<file path="src/rtl/uart_pkg.sv">
// Shared definitions for the UART blocks: receiver FSM states, frame constants
// and the baud tick divider calculation.
package uart_pkg;

    typedef enum logic [2:0] {
        IDLE,
        START,
        DATA,
        STOP,
        WAIT_HIGH
    } rx_state_t;

    localparam int DATA_BITS          = 8;
    localparam int DEFAULT_OVERSAMPLE = 16;

    // Clocks per oversample tick, rounded down.
    function automatic int tick_div(input int clk_freq, input int baud, input int oversample);
        return clk_freq / (baud * oversample);
    endfunction

endpackage

</file>
<file path="src/rtl/uart_tick_gen.sv">
// Free-running oversample tick generator: one-clk tick every DIV clocks.
// Only reset restarts it, so receiver and transmitter can share the same phase.
module uart_tick_gen #(
    parameter int DIV = 651
) (
    input  logic clk,
    input  logic reset,
    output logic tick
);

    localparam int            CW   = (DIV > 1) ? $clog2(DIV) : 1;
    localparam logic [CW-1:0] LAST = CW'(DIV - 1);

    logic [CW-1:0] cnt;

    assign tick = (cnt == LAST);

    always_ff @(posedge clk) begin
        if (reset) begin
            cnt <= '0;
        end else if (tick) begin
            cnt <= '0;
        end else begin
            cnt <= cnt + 1'b1;
        end
    end

endmodule

</file>
<file path="src/rtl/uart_char_receiver.sv">
// 8N1 UART receiver producing one character-write strobe (cout + we) per good
// frame, directly compatible with the VGA controller's character input.
module uart_char_receiver
    import uart_pkg::*;
#(
    parameter int CLK_FREQ   = 100_000_000,
    parameter int BAUD       = 9600,
    parameter int OVERSAMPLE = DEFAULT_OVERSAMPLE
) (
    input  logic                 clk,
    input  logic                 reset,
    input  logic                 rx,
    output logic [DATA_BITS-1:0] cout,
    output logic                 we,
    output logic                 frame_err,
    output logic                 busy
);

    localparam int TICK_DIV = tick_div(CLK_FREQ, BAUD, OVERSAMPLE);
    localparam int SC_W     = $clog2(OVERSAMPLE);
    localparam int BC_W     = $clog2(DATA_BITS + 1);

    localparam logic [SC_W-1:0] SC_MID  = SC_W'(OVERSAMPLE / 2 - 1);
    localparam logic [SC_W-1:0] SC_LAST = SC_W'(OVERSAMPLE - 1);
    localparam logic [BC_W-1:0] BC_LAST = BC_W'(DATA_BITS - 1);

    logic                 rx_meta;
    logic                 rx_s;
    logic                 tick;

    rx_state_t            state;
    rx_state_t            state_next;
    logic [SC_W-1:0]      scnt;
    logic [SC_W-1:0]      scnt_next;
    logic [BC_W-1:0]      bit_cnt;
    logic [BC_W-1:0]      bit_cnt_next;
    logic [DATA_BITS-1:0] shift_reg;
    logic [DATA_BITS-1:0] shift_next;
    logic [DATA_BITS-1:0] cout_next;
    logic                 we_next;
    logic                 ferr_next;

    uart_tick_gen #(
        .DIV (TICK_DIV)
    ) u_tick_gen (
        .clk   (clk),
        .reset (reset),
        .tick  (tick)
    );

    // Two-flop synchroniser; reset to the idle line level so no false start.
    always_ff @(posedge clk) begin
        if (reset) begin
            rx_meta <= 1'b1;
            rx_s    <= 1'b1;
        end else begin
            rx_meta <= rx;
            rx_s    <= rx_meta;
        end
    end

    always_ff @(posedge clk) begin
        if (reset) begin
            state     <= IDLE;
            scnt      <= '0;
            bit_cnt   <= '0;
            shift_reg <= '0;
            cout      <= '0;
            we        <= 1'b0;
            frame_err <= 1'b0;
            busy      <= 1'b0;
        end else begin
            state     <= state_next;
            scnt      <= scnt_next;
            bit_cnt   <= bit_cnt_next;
            shift_reg <= shift_next;
            cout      <= cout_next;
            we        <= we_next;
            frame_err <= ferr_next;
            busy      <= (state_next != IDLE);
        end
    end

    always_comb begin
        state_next   = state;
        scnt_next    = scnt;
        bit_cnt_next = bit_cnt;
        shift_next   = shift_reg;
        cout_next    = cout;
        we_next      = 1'b0;
        ferr_next    = 1'b0;

        if (tick) begin
            unique case (state)
                IDLE: begin
                    if (!rx_s) begin
                        state_next = START;
                        scnt_next  = '0;
                    end
                end

                // Re-check the line at mid start bit to reject short glitches.
                START: begin
                    if (scnt == SC_MID) begin
                        scnt_next = '0;
                        if (!rx_s) begin
                            state_next   = DATA;
                            bit_cnt_next = '0;
                        end else begin
                            state_next = IDLE;
                        end
                    end else begin
                        scnt_next = scnt + 1'b1;
                    end
                end

                DATA: begin
                    if (scnt == SC_LAST) begin
                        scnt_next    = '0;
                        shift_next   = {rx_s, shift_reg[DATA_BITS-1:1]};
                        bit_cnt_next = bit_cnt + 1'b1;
                        if (bit_cnt == BC_LAST) begin
                            state_next = STOP;
                        end
                    end else begin
                        scnt_next = scnt + 1'b1;
                    end
                end

                // Leaving at mid stop bit leaves half a bit to catch a following start.
                STOP: begin
                    if (scnt == SC_LAST) begin
                        scnt_next = '0;
                        if (rx_s) begin
                            cout_next  = shift_reg;
                            we_next    = 1'b1;
                            state_next = IDLE;
                        end else begin
                            ferr_next  = 1'b1;
                            state_next = WAIT_HIGH;
                        end
                    end else begin
                        scnt_next = scnt + 1'b1;
                    end
                end

                WAIT_HIGH: begin
                    if (rx_s) begin
                        state_next = IDLE;
                    end
                end

                default: begin
                    state_next = IDLE;
                end
            endcase
        end
    end

endmodule

</file>
<file path="config.mk">
export PLATFORM = sky130hd
export DESIGN_NAME = uart_char_receiver
export DESIGN_NICKNAME = d
export VERILOG_FILES = /design/src/rtl/uart_pkg.sv /design/src/rtl/uart_tick_gen.sv /design/src/rtl/uart_char_receiver.sv
export SDC_FILE = /design/constraint.sdc
export NUM_CORES = 1
export LEC_CHECK = 0
export BUFFER_PORTS_ARGS = -buffer_cell sky130_fd_sc_hd__buf_4
export CORE_MARGIN = 4
export CORE_UTILIZATION = 62
export DETAILED_ROUTE_END_ITERATION = 10
export GPL_ROUTABILITY_DRIVEN = 0
export GPL_TIMING_DRIVEN = 0
export HOLD_SLACK_MARGIN = 0.05
export PLACE_DENSITY = 0.86
export SLEW_MARGIN = 40
export SYNTH_ARGS = -nofsm -noshare
export SYNTH_HDL_FRONTEND = slang
export SYNTH_SLANG_ARGS = --single-unit
</file>
<file path="constraint.sdc">
create_clock -name clk -period 5.15 [get_ports clk]
set_clock_uncertainty 0.1 [all_clocks]
set_input_delay 0.515 -clock clk [delete_from_list [all_inputs] [get_ports clk]]
set_output_delay 0.515 -clock clk [all_outputs]
set_load 0.03 [all_outputs]
</file>
# Word-level counts from Yosys, hierarchy flattened
# Cells that the tools add are included.
[totals] register_bits=42 elab_cells=59
[classes] addsub=3 eq_ne=12 n_mux=19 bitwise=3 reduce_logical=11
[ops] operator="3-bit 2-to-1 mux" n=8
[ops] operator="4-bit 2-to-1 mux" n=5
[ops] operator="3-bit case mux with 5 select lines" n=1
[ops] operator="4-bit case mux with 3 select lines" n=1
[ops] operator="10-bit by 1-bit adder with 10-bit output, second input constant" n=1
[ops] operator="10-bit == test, second input constant" n=1
[ops] operator="4-bit by 1-bit adder with 4-bit output, second input constant" n=2
[ops] operator="4-bit by 3-bit == test with 1-bit output, second input constant" n=2
[ops] operator="2-bit != test, second input constant" n=4
[ops] operator="4-bit case mux with 2 select lines" n=1
[ops] operator="3-bit by 2-bit == test with 1-bit output, second input constant" n=2
[ops] operator="3-bit AND reduction" n=2
[ops] operator="3-bit nonzero test" n=2
[ops] operator="5-bit AND reduction" n=1
[ops] operator="4-bit == test, second input constant" n=1
[ops] operator="4-bit AND reduction" n=1
[ops] operator="2-bit OR reduction" n=2
[ops] operator="4-bit OR reduction" n=1
[ops] operator="3-bit by 1-bit == test with 1-bit output, second input constant" n=1
[ops] operator="3-bit == test, second input constant" n=1
[ops] operator="3-bit logical NOT" n=1
[ops] operator="1-bit inverter" n=3
[ops] operator="1-bit 2-to-1 mux" n=2
[ops] operator="2-bit 2-to-1 mux" n=1
[ops] operator="2-bit nonzero test" n=1

# Logic depth before layout (Yosys ltp)
[depth] depth_word=6 depth_mapped=8 depth_no_buf=7

# By module
# A second synthesis with hierarchy kept.
[unflattened] hier_cells=194 hier_area_um2=1879.3
[by_module_without_submodules] mod="uart_char_receiver" n_inst=1 cells_each=144 area_per_inst_um2=1413.9 seq_area_each_um2=640.6
[by_module_without_submodules] mod="uart_tick_gen" n_inst=1 cells_each=50 area_per_inst_um2=465.4 seq_area_each_um2=200.2

# Worst setup path before layout
# No wires, ideal clock.
[synth_path] path_type="register to register" from="register scnt[0]" to="register bit_cnt[3]" arrival_time_ns=1.635 t_required_ns=4.980 slack_ns=3.345 stages_incl_launch_ff=7 period_less_slack_ns=1.805 path_cell_list="dfxtp_1 > ha_1 > nand4_1 > nor3_2 > nand4_1 > or4_1 > a21oi_1"
[synth_between] elab_chain_len=3
[synth_rtl] item="from (decl)" line="uart_char_receiver.sv:33" rtl="logic [SC_W-1:0] scnt;"
[synth_rtl] item="from (signal assigned)" line="uart_char_receiver.sv:74" rtl="scnt <= scnt_next;"
[synth_rtl] item="4-bit == test or 4-bit by 3-bit == test with 1-bit output (tied branches)" line="uart_char_receiver.sv:118, uart_char_receiver.sv:104"
[synth_rtl] item="2-bit != test (no source line)"
[synth_rtl] item="5-bit AND reduction (no source line) *"
[synth_rtl] item="to (signal assigned)" line="uart_char_receiver.sv:75" rtl="bit_cnt <= bit_cnt_next;"
[synth_rtl] item="to (decl)" line="uart_char_receiver.sv:35" rtl="logic [BC_W-1:0] bit_cnt;"
# Mark *: on every way between the ends. The rest lies on a longest branch, timed or not.
# A chain may end at the register's enable or synchronous reset.

# Worst setup path after layout
# Same ends and word-level chain as after synthesis.

==> impl_metrics.tcl <==
set metrics [dict create \
    run_status "finished, final reports clean" \
    die_y_um 62.02 \
    num_io_pins 14 \
    finalSetupTns_ns 0 \
    gr-total-overflow 0 \
    post_cts_resized 0 \
    area_growth_pct 11.07 \
    max_freq_ghz 0.4772 \
    start_kind "register" \
    drt-initial-drc-count 112 \
    vdd_drop_max_v 0.0002591 \
    p_leak_nw 0.7493 \
    mostFrequentLayoutCell "dfxtp_1" \
    insertion_delay_ns 0.35 \
    numPortBuffers 13 \
    grt_max_degree 14 \
    wl_mm 3.683 \
    ys_ff_latch 42 \
    ys_warn_count 0 \
    hold_path_class "input pin to register" \
    worst-setup-path-type "register to register" \
    cts_tree "built" \
    drc 0 \
    tightest_slew_ns 0.6294 \
    cp_num_buf_inv 0 \
    worst_r2r_path_depth 6 \
    htreeDepth 2 \
    clock_path_buffers 2 \
    seqCellArea_um2 840.8 \
    critical_path.top_delay_family "simple AND/OR/NAND/NOR gates" \
    cp_data_required_time_ns 5.34 \
    clk_pin_slew_ns 0.13 \
    cpPeakStageDelay_ns 0.43 \
    r2r_slack_ns 3.05 \
    syn_area_mm2 0.001809 \
    hold_viol 0 \
    place_ws_ns 3.078 \
    grt_first_pass_wirelength_mm 6.203 \
    fin_crit_sh_pct 40.69 \
    die_area_mm2 0.003846 \
    min_from "rx" \
    seq_area_frac_synth_pct 46.47 \
    cp.arrival_ns 2.28 \
    drt_pass1_iterations 4 \
    syn_nets 208 \
    grt_pass1_vias 1373 \
    finalCriticalPeriod_ns 2.095 \
    antenna_found_initial 0 \
    r2r-start "scnt[0]$_SDFFE_PP0P_" \
    largest_reg_flops 10 \
    synthArstFlopShare_pct 0 \
    dp_cells 245 \
    multi_input_area_um2 918.4 \
    setup_slack_ns 3.055 \
    numCtsBuffers 5 \
    via_count 1465 \
    fill_cells 221 \
    vias_per_cell 5.791 \
    cpMostUsedCell "nand4_1" \
    track_usage_pct 22.15 \
    wl_per_cell_um 14.56 \
    slew_violations 0 \
    cap_violations 0 \
    crit_chain "ha_1 -> nand4_1 -> nor3_2 -> nand4_1 -> or4_1 -> a21oi_1" \
    ant_nets 0 \
    dp_hpwl_mm 2.714 \
    clkSinkCount 42 \
    rsz0062_at_grt "false" \
    n_antenna_cell 0 \
    synth.avg_cell_area_um2 9.001 \
    synth_cells 201 \
    slew_headroom_pct 57.69 \
    layout_common_cells "42 x dfxtp_1, 30 x nor2_1, 24 x nand2_1, 15 x a21oi_1, 14 x buf_4" \
    die_x_um 62.02 \
    critical_path.slowest_cell "or4_1" \
    totalPowerFinal_mw 0.5200 \
    post_cts_buffers 0 \
    drive_gt1_share_pct 14.86 \
    p_per_area_mw_per_mm2 258.8 \
    cp-end-kind "register" \
    setup_viol 0 \
    synth-edff-count 0 \
    ctsHoldBuffers 0 \
    fin_nets 228 \
    placementRows 19 \
    min_path_cells 2 \
    core-area_mm2 0.002781 \
    initial_core_util_pct 65.05 \
    synthFlopType "dfxtp_1" \
    layout.cells.non_filler 253 \
    r2r-end "bit_cnt[3]$_SDFFE_PP0P_" \
    ctsRootBufferMaster "clkbuf_4" \
    crit_fanout 7 \
    synth.distinct_cells 44 \
    whs_endpoint "rx_meta$_SDFF_PP1_" \
]
-- power breakdown --
part	internal (mW)	switching [mW]	leakage, nW
registers	0.328	0.00349	0.339
clock network	0.0657	0.106	0.0343
logic	0.00603	0.0101	0.376
-- synth_stat cells, drive strengths merged, types with 3 or more instances --
master,n,share of area (%)
dfxtp,42,46
nor2,30,6.2
nand2,25,5.6
a21oi,15,4.1
mux2i,9,5.0
nand3,6,1.7
xnor2,6,2.9
and3,5,1.8
clkbuf,5,1.0
inv,5,1.0
o21ai,5,1.4
ha,4,2.8
nor3,4,1.4
and2,3,1.1
o22ai,3,1.0
xor2,3,1.5
-- cells by family after synthesis --
group / count (synthesis) / share of synthesized area [%]
AO/OA/AOI/OAI: 32 / 10.51
buffers and inverters: 12 / 2.766
multiplexers: 9 / 4.979
adder cells (fa/ha/maj): 4 / 2.766
AND/OR/NAND/NOR: 93 / 28.15
XOR/XNOR: 9 / 4.357
flip-flops: 42 / 46.47
-- layout make-up --
class	count	share of cell area, %
tap	31	1.930
clock inverter	2	0.6227
multi-input combinational	147	45.70
timing repair buffer	13	4.857
sequential	42	41.84
buffer	7	1.557
clock buffer	6	2.553
inverter	5	0.9340
-- through the flow --
| step | instance area (µm²) | utilization [%] | hold WS (ns) |
|---|---|---|---|
| after floorplan | 1809 | - | 0.2895 |
| after global placement | 1946 | 69.95 | 0.2907 |
| after detailed placement | 1946 | 69.95 | 0.2985 |
| after CTS | 2009 | 72.24 | 0.2392 |
| after global routing | 2009 | 72.24 | 0.2305 |
| final | 2009 | 72.24 | 0.2403 |
-- worst max path at each step --
| stage | startpoint | end | slack [ns] | depth (start not counted) |
|---|---|---|---|---|
| after floorplan | scnt[0]$_SDFFE_PP0P_ | bit_cnt[3]$_SDFFE_PP0P_ | 3.35 | 6 |
| after global placement | scnt[0]$_SDFFE_PP0P_ | bit_cnt[3]$_SDFFE_PP0P_ | 3.20 | 6 |
| after detailed placement | scnt[0]$_SDFFE_PP0P_ | bit_cnt[3]$_SDFFE_PP0P_ | 3.08 | 6 |
| after CTS | scnt[0]$_SDFFE_PP0P_ | bit_cnt[3]$_SDFFE_PP0P_ | 3.05 | 6 |
| after global routing | scnt[0]$_SDFFE_PP0P_ | bit_cnt[3]$_SDFFE_PP0P_ | 2.89 | 6 |
| final | scnt[0]$_SDFFE_PP0P_ | bit_cnt[3]$_SDFFE_PP0P_ | 3.05 | 6 |
-- worst reg2reg max path, cell delays in order, from the launching register on --
cell and delay (ns):
dfxtp_1 0.40, ha_1 0.29, nand4_1 0.17, nor3_2 0.30
nand4_1 0.17, or4_1 0.43, a21oi_1 0.16
-- per-layer routing --
metal	up-vias	global-route usage (%)	part of all wire [%]
met5	-	0	0
met4	0	8.485	1.8
met3	8	6.405	3.0
met2	21	36.39	50
met1	694	27.33	45
li1	742	-	-
Power figures use the tool's default switching activity.
